$ cat config.mk
export PLATFORM = sky130hd
export DESIGN_NAME = crc32_8023_gen
export DESIGN_NICKNAME = d
export VERILOG_FILES = /design/src/rtl/crc32_8023_gen.sv
export SDC_FILE = /design/constraint.sdc
export NUM_CORES = 1
export LEC_CHECK = 0
export ABC_AREA = 1
export CAP_MARGIN = 20
export CORE_UTILIZATION = 52
export CTS_CLUSTER_DIAMETER = 30
export DETAILED_ROUTE_END_ITERATION = 10
export GPL_ROUTABILITY_DRIVEN = 1
export PLACE_DENSITY = 0.9
export SYNTH_ARGS = -nofsm -noshare
export SYNTH_HDL_FRONTEND = slang
export SYNTH_SLANG_ARGS = --single-unit
$ cat constraint.sdc
create_clock -name clk -period 1.7 [get_ports clk]
set_input_delay 0.17 -clock clk [delete_from_list [all_inputs] [get_ports clk]]
set_output_delay 0.17 -clock clk [all_outputs]
set_load 0.005 [all_outputs]
$ cat src/rtl/crc32_8023_gen.sv
// Byte-serial IEEE 802.3 CRC-32 engine: folds one reflected data byte per clock,
// then shifts out the four inverted, bit-reflected FCS bytes in wire order.
module crc32_8023_gen (
  input  logic        clk,
  input  logic        reset,
  input  logic [7:0]  d,
  input  logic        load_init,
  input  logic        calc,
  input  logic        d_valid,
  output logic [31:0] crc_reg,
  output logic [7:0]  crc
);

  localparam logic [31:0] POLY = 32'h04C11DB7;
  localparam logic [31:0] INIT = 32'hFFFFFFFF;

  function automatic logic [7:0] rev8(input logic [7:0] b);
    logic [7:0] r;
    for (int i = 0; i < 8; i++) r[i] = b[7-i];
    return r;
  endfunction

  // Eight MSB-first LFSR steps; the unrolled loop collapses into one level of
  // XOR equations per register bit, so the update closes in a single cycle.
  function automatic logic [31:0] next_crc(input logic [31:0] c_in, input logic [7:0] b);
    logic [31:0] c;
    logic        fb;
    c = c_in;
    for (int i = 7; i >= 0; i--) begin
      fb = c[31] ^ b[i];
      c  = {c[30:0], 1'b0};
      if (fb) c = c ^ POLY;
    end
    return c;
  endfunction

  logic [31:0] nc;

  always_comb begin
    nc = next_crc(crc_reg, rev8(d));
  end

  always_ff @(posedge clk) begin
    if (reset || load_init) begin
      crc_reg <= INIT;
      crc     <= 8'hFF;
    end else if (d_valid && calc) begin
      crc_reg <= nc;
      crc     <= ~rev8(nc[31:24]);
    end else if (d_valid) begin
      // FCS byte 0 already left with the last data byte, so present the next one.
      crc_reg <= {crc_reg[23:0], 8'hFF};
      crc     <= ~rev8(crc_reg[23:16]);
    end
  end

endmodule

==> results.toml, run 1 <==
[run_status]
status = "finished, final reports clean"

[worst_setup_path]
start_kind = "register"
critPathCaptureType = "register"
worstSetupPathType = "reg2reg"
crit_family = "simple AND/OR/NAND/NOR gates"
critPathMaxFanout = 7
cpMostUsedCell = "nand2_1"
path_buf_inv = 2
arrival_ps = 1810
cp_slowest_cell = "dfxtp_2"
crit_chain = "inv_2 > nand2_1 > nand2_2 > nand2_1 > nand2_2 > clkinvlp_4 > or2_1 > nand3_1 > nand3_2 > nand2_1 > nand2_1"
max_stage_delay_ps = 350
cp.required_ps = 1900

[placement]
hpwl_um = 7290
port_buffers = 52
dpl-instance-area_mm2 = 0.00364
place_congestion = 1.04
dp_cells = 619

[yosys]
syn-mean-instance-area_um2 = 5.89
synth.distinct_cells = 28
syn_area_mm2 = 0.00273
ys_seq_area_frac = 0.294
ys_seq_elements = 40
synth_warnings = 0
syn_nets = 476
syn_inst = 463

[floorplanning]
start_util = 0.559
rows = 25
core_mm2 = 0.00488
fp.dieW_um = 74.4
die_h_um = 74.4
pin_count = 53
fp.dieArea_mm2 = 0.00554

[detailed_routing]
drt-wirelength-per-cell_um = 16.1
vias = 3602
drt_wl_total_um = 10200
drtIter0Drc = 500
drc_errors = 0
antenna_left = 0
via_per_inst = 5.71
firstDrtPassIters = 6

[grt]
grt_max_degree = 39
antenna_found_initial = 0
grt.total_usage = 0.371
grt_pass1_wl_um = 15200
gr-total-overflow = 0
grt_pass1_vias = 3175

[sta]
finalHoldViolCount = 0
skew_ps = 5.09
period_needed_ps = 1620
slew_headroom = 0.447
fin_setup_tns_ps = 0
fmax_ghz = 0.618
report.final.slew_viol_count = 0
setup_violations = 0
rsz0062_at_grt = "yes"
post-route-period-util = 0.952
tightestPinTransition_ps = 828

[clock_network]
clk_path_buf_depth = 2
cts_tree = "done"
cts_buffers = 5
path_clk_slew_ps = 80
clk_latency_ps = 310
holdBufCountCts = 0
cts.htree.levels = 2
cts_num_sinks = 40
root_buffer = "clkbuf_8"

[power]
p_total_mw = 2.72
p_leak_nw = 1.99
vdd_drop_max_v = 0.000566
powerDensity_mw_per_mm2 = 701

[layout]
fin_cells = 631
largest_reg_flops = 40
postLayoutCoreUtil = 0.795
layout_common_cells = "nand2_1 (211), nand3_1 (56), buf_4 (53), clkdlybuf4s50_1 (51)"
layout_commonest_cell = "nand2_1"
antennaDiodeCount = 0
drive_gt1_frac = 0.190
nets = 576
syn2layout_area_growth_pct = 42.2
final_area_mm2 = 0.00388

[job]
cap_viol_max_count = 0

[hold_path]
hold_class = "reg2reg"
## Yosys cell counts (all sizes together)
master | instances | area, µm²
a21oi | 26 | 130
buf | 3 | 21.3
clkbuf | 10 | 67.6
dfxtp | 40 | 801
dlymetal6s4s | 1 | 12.5
inv | 38 | 143
nand2 | 229 | 870
nand2b | 1 | 6.26
nand3 | 59 | 300
nand3b | 1 | 7.51
nand4 | 7 | 43.8
nor2 | 6 | 22.5
nor3 | 1 | 5.00
o211ai | 7 | 52.6
o21ai | 17 | 85.1
o21bai | 1 | 7.51
or2 | 4 | 25.0
xnor2 | 2 | 25.0
xor2 | 10 | 103
## report_power, final
| group | internal, mW | leakage, nW | switching [mW] | total [mW] |
|---|---|---|---|---|
| clock | 0.329 | 0.0434 | 0.377 | 0.706 |
| sequential | 0.976 | 0.325 | 0.0410 | 1.02 |
| combinational | 0.423 | 1.62 | 0.573 | 0.996 |
| total | 1.73 | 1.99 | 0.990 | 2.72 |
## layer usage
metal / share of wire / GRT usage
met2: 0.46 / 0.608
met5: 0 / 0
met4: 0.046 / 0.172
met3: 0.11 / 0.0867
met1: 0.39 / 0.461
## final cells by class
cell class / instances / area, µm²
Sequential cell: 40 / 813
Timing Repair Buffer: 107 / 961
Fill cell: 382 / 1000
Multi-Input combinational cell: 371 / 1780
Tap cell: 67 / 83.8
Clock inverter: 2 / 15.0
Clock buffer: 6 / 82.6
Inverter: 38 / 146
## final timing paths
kind,endpoint,slack (ps),start,cells past startpoint
max,crc_reg[16],80,crc_reg[30],11
min,crc[3],490,crc[3],2
max reg2reg,crc_reg[16],80,crc_reg[30],11
min reg2reg,crc[3],490,crc[3],2
## kinds of logic (layout without fill, tap and decap cells)
group / Yosys count / after routing / share of synthesized area
flops: 40 / 40 / 0.294
compound gates: 51 / 51 / 0.101
simple gates: 308 / 308 / 0.469
xor+xnor: 12 / 12 / 0.0468
buf+inv: 52 / 153 / 0.0895
## tightest hold or removal path, stage by stage (launching register included)
cell and delay (ps):
dfxtp_1 340, nand2_1 50, nand3_1 70
## what timing repair did
action | 4_1_cts | 5_1_grt
setup endpoints to repair | 5 | 22
pin swaps | 0 | 2
resized for setup | 5 | 32
setup buffers | 0 | 4
## through the flow
| step | worst slack (ps) | hold WS (ps) |
|---|---|---|
| 3_3_place_gp | -280 | 450 |
| 5_1_grt | -47.5 | 519 |
| 4_1_cts | -8.42 | 486 |
| 2_1_floorplan | 278 | 338 |
| 3_5_place_dp | -332 | 464 |
| 6_report | 80.9 | 487 |
Power figures use the tool's default switching activity.
==> run 2: changes to the inputs <==
--- a/config.mk
+++ b/config.mk
@@ -7,6 +7,7 @@
 export LEC_CHECK = 0
 export ABC_AREA = 1
 export CAP_MARGIN = 20
+export CORE_MARGIN = 2
 export CORE_UTILIZATION = 52
 export CTS_CLUSTER_DIAMETER = 30
 export DETAILED_ROUTE_END_ITERATION = 10
==> run 2 against run 1 <==
  * Clock power increased by 14%
  * Combinational power decreased by 6.2%
  * Hold slack worse by 82 ps
  * Critical path type unchanged
  * Non-clock buffer count fell by 5
  * Power rose by 1.4%
  * Clock-buffer cell count down 1
  * Critical endpoint is now crc_reg[15]
  * Die area rose by 5.4%
  * Global-route usage is 4.9 points lower
  * Clock skew is 5.4 ps higher
  * Largest cell class unchanged
==> results.toml, run 2 (synthesized netlist as in run 1, its figures left out) <==
[worst_setup_path]
rr_worst_depth = 10
start_kind = "register"
cp.required_ps = 1880
r2r-start = "crc_reg[28]"
cpMostUsedCell = "nand2_1"
critPathMaxFanout = 6
rrSetupSlack_ps = 100
worstSetupStartpoint = "crc_reg[28]"
max_stage_delay_ps = 400
cp_slowest_cell = "dfxtp_1"
arrival_ps = 1780
critPathCaptureType = "register"
endpoint = "crc_reg[15]"
worstSetupPathType = "reg2reg"
rr_endpoint = "crc_reg[15]"
crit_chain = "inv_1 > nand2_1 > nand2_2 > nand2_1 > nand2_1 > inv_1 > xor2_1 > nand2_1 > nand3_1 > nand3_1"

[clock_network]
root_buffer = "clkbuf_8"
holdBufCountCts = 0
cts_num_sinks = 40
path_clk_slew_ps = 90
cts_tree = "done"
clk_path_buf_depth = 2
cts.htree.levels = 2
clk_latency_ps = 300
cts_buffers = 5

[sta]
worst_slack_ps = 96.3
period_needed_ps = 1600
report.final.slew_viol_count = 0
slew_headroom = 0.476
tightestPinTransition_ps = 784
fmax_ghz = 0.624
setup_violations = 0
holdWs_ps = 405
finalHoldViolCount = 0
skew_ps = 10.5
fin_setup_tns_ps = 0
post-route-period-util = 0.943

[detailed_routing]
drt-met1-wl_um = 4170
drt-wirelength-per-cell_um = 15.1
drt_wl_total_um = 9470
antenna_left = 0
vias = 3427
drtIter0Drc = 311
dr_wl_met3_um = 626
drc_errors = 0
firstDrtPassIters = 5
wl_met2_um = 4360
top_layer_used = "met4"
via_per_inst = 5.45

[grt]
gr-total-overflow = 0
grt_pass1_wl_um = 15100
grt_pass1_vias = 3152
grt.total_usage = 0.322
antenna_found_initial = 0
grt_max_degree = 39

[placement]
place_congestion = 1.02
hpwl_um = 7120
port_buffers = 52
dp_cells = 617
pre_cts_ws_ps = -317

[power]
p_leak_nw = 1.99
intPower_mw = 1.81
combPwrFrac = 0.339
p_switching_mw = 0.942
vdd_drop_max_v = 0.000568
p_sw_frac = 0.342
p_clk_frac = 0.292
p_seq_frac = 0.369
powerDensity_mw_per_mm2 = 722

[floorplanning]
fp.dieArea_mm2 = 0.00584
fp.dieW_um = 76.4
die_h_um = 76.4
core_mm2 = 0.00507
start_util = 0.537
rows = 26
pin_count = 53

[layout]
drive_gt1_frac = 0.166
antennaDiodeCount = 0
layout_commonest_cell = "nand2_1"
syn2layout_area_growth_pct = 40.0
largest_reg_flops = 40
fin_cells = 629
nets = 571
layout_common_cells = "nand2_1 (212), nand3_1 (57), clkdlybuf4s50_1 (49), buf_4 (45), dfxtp_1 (35)"

[run_status]
status = "finished, final reports clean"

[job]
cap_viol_max_count = 0

[hold_path]
hold_class = "in2reg"
==> run 2: changes by cell type in the layout (fill, tap and decap cells not counted), moves of 2 or more <==
cell / change
dfxtp_2: -3
dlymetal6s2s_1: +2
clkinvlp_4: -2
dfxtp_1: +3
buf_4: -8
buf_6: +3
clkdlybuf4s50_1: -2
==> run 2: worst min-delay path by stage <==
stage | from | to | slack [ps] | depth (start not counted)
after CTS | crc[7] | crc[7] | 480 | 2
after floorplan | calc | crc_reg[7] | 340 | 3
after global routing | d[7] | crc_reg[22] | 470 | 5
final | d[7] | crc_reg[22] | 410 | 5
after detailed placement | crc[7] | crc[7] | 460 | 2
after global placement | crc[0] | crc[0] | 450 | 2
==> run 2: cell type report <==
class	count	area (µm²)
Multi-Input combinational cell	371	1730
Fill cell	460	1260
Timing Repair Buffer	102	940
Sequential cell	40	810
Inverter	38	143
Tap cell	70	87.6
Clock buffer	5	68.8
Clock inverter	3	42.5
==> run 2: repair_timing <==
item                                    4_1_cts  5_1_grt
pin swaps                                     1        5
endpoints found under the setup margin        1       17
gates resized for setup                       6       23
setup buffers                                 0        4
==> run 2: metrics by stage <==
| stage | instance area, µm² | utilization | power [mW] |
|---|---|---|---|
| after detailed placement | 3600 | 0.710 | 1.92 |
| after global placement | 3600 | 0.710 | 1.91 |
| after CTS | 3730 | 0.735 | 2.71 |
| after floorplan | 2730 | - | 1.53 |
| after global routing | 3820 | 0.752 | 2.88 |
| final | 3820 | 0.752 | 2.76 |
==> run 2: worst max-delay path: cells and delay by family, from the launching register on <==
family                 cells  cell delay (ps)
buffers and inverters      2              200
XOR/XNOR                   1              240
flip-flops                 1              400
AND/OR/NAND/NOR            7              630
==> run 2: power by group through the flow <==
| stage | registers (mW) | clock network (mW) | logic, mW |
|---|---|---|---|
| after CTS | 1.02 | 0.804 | 0.891 |
| after floorplan | 1.03 | 0 | 0.495 |
| after detailed placement | 1.04 | 0 | 0.881 |
| after global placement | 1.04 | 0 | 0.870 |
| final | 1.02 | 0.804 | 0.934 |
| after global routing | 1.02 | 0.835 | 1.02 |
==> run 2: metal layers <==
metal / vias up / global-route usage
met5: - / 0
met4: 0 / 0.135
met3: 26 / 0.0403
met2: 153 / 0.526
met1: 1580 / 0.431
li1: 1668 / -
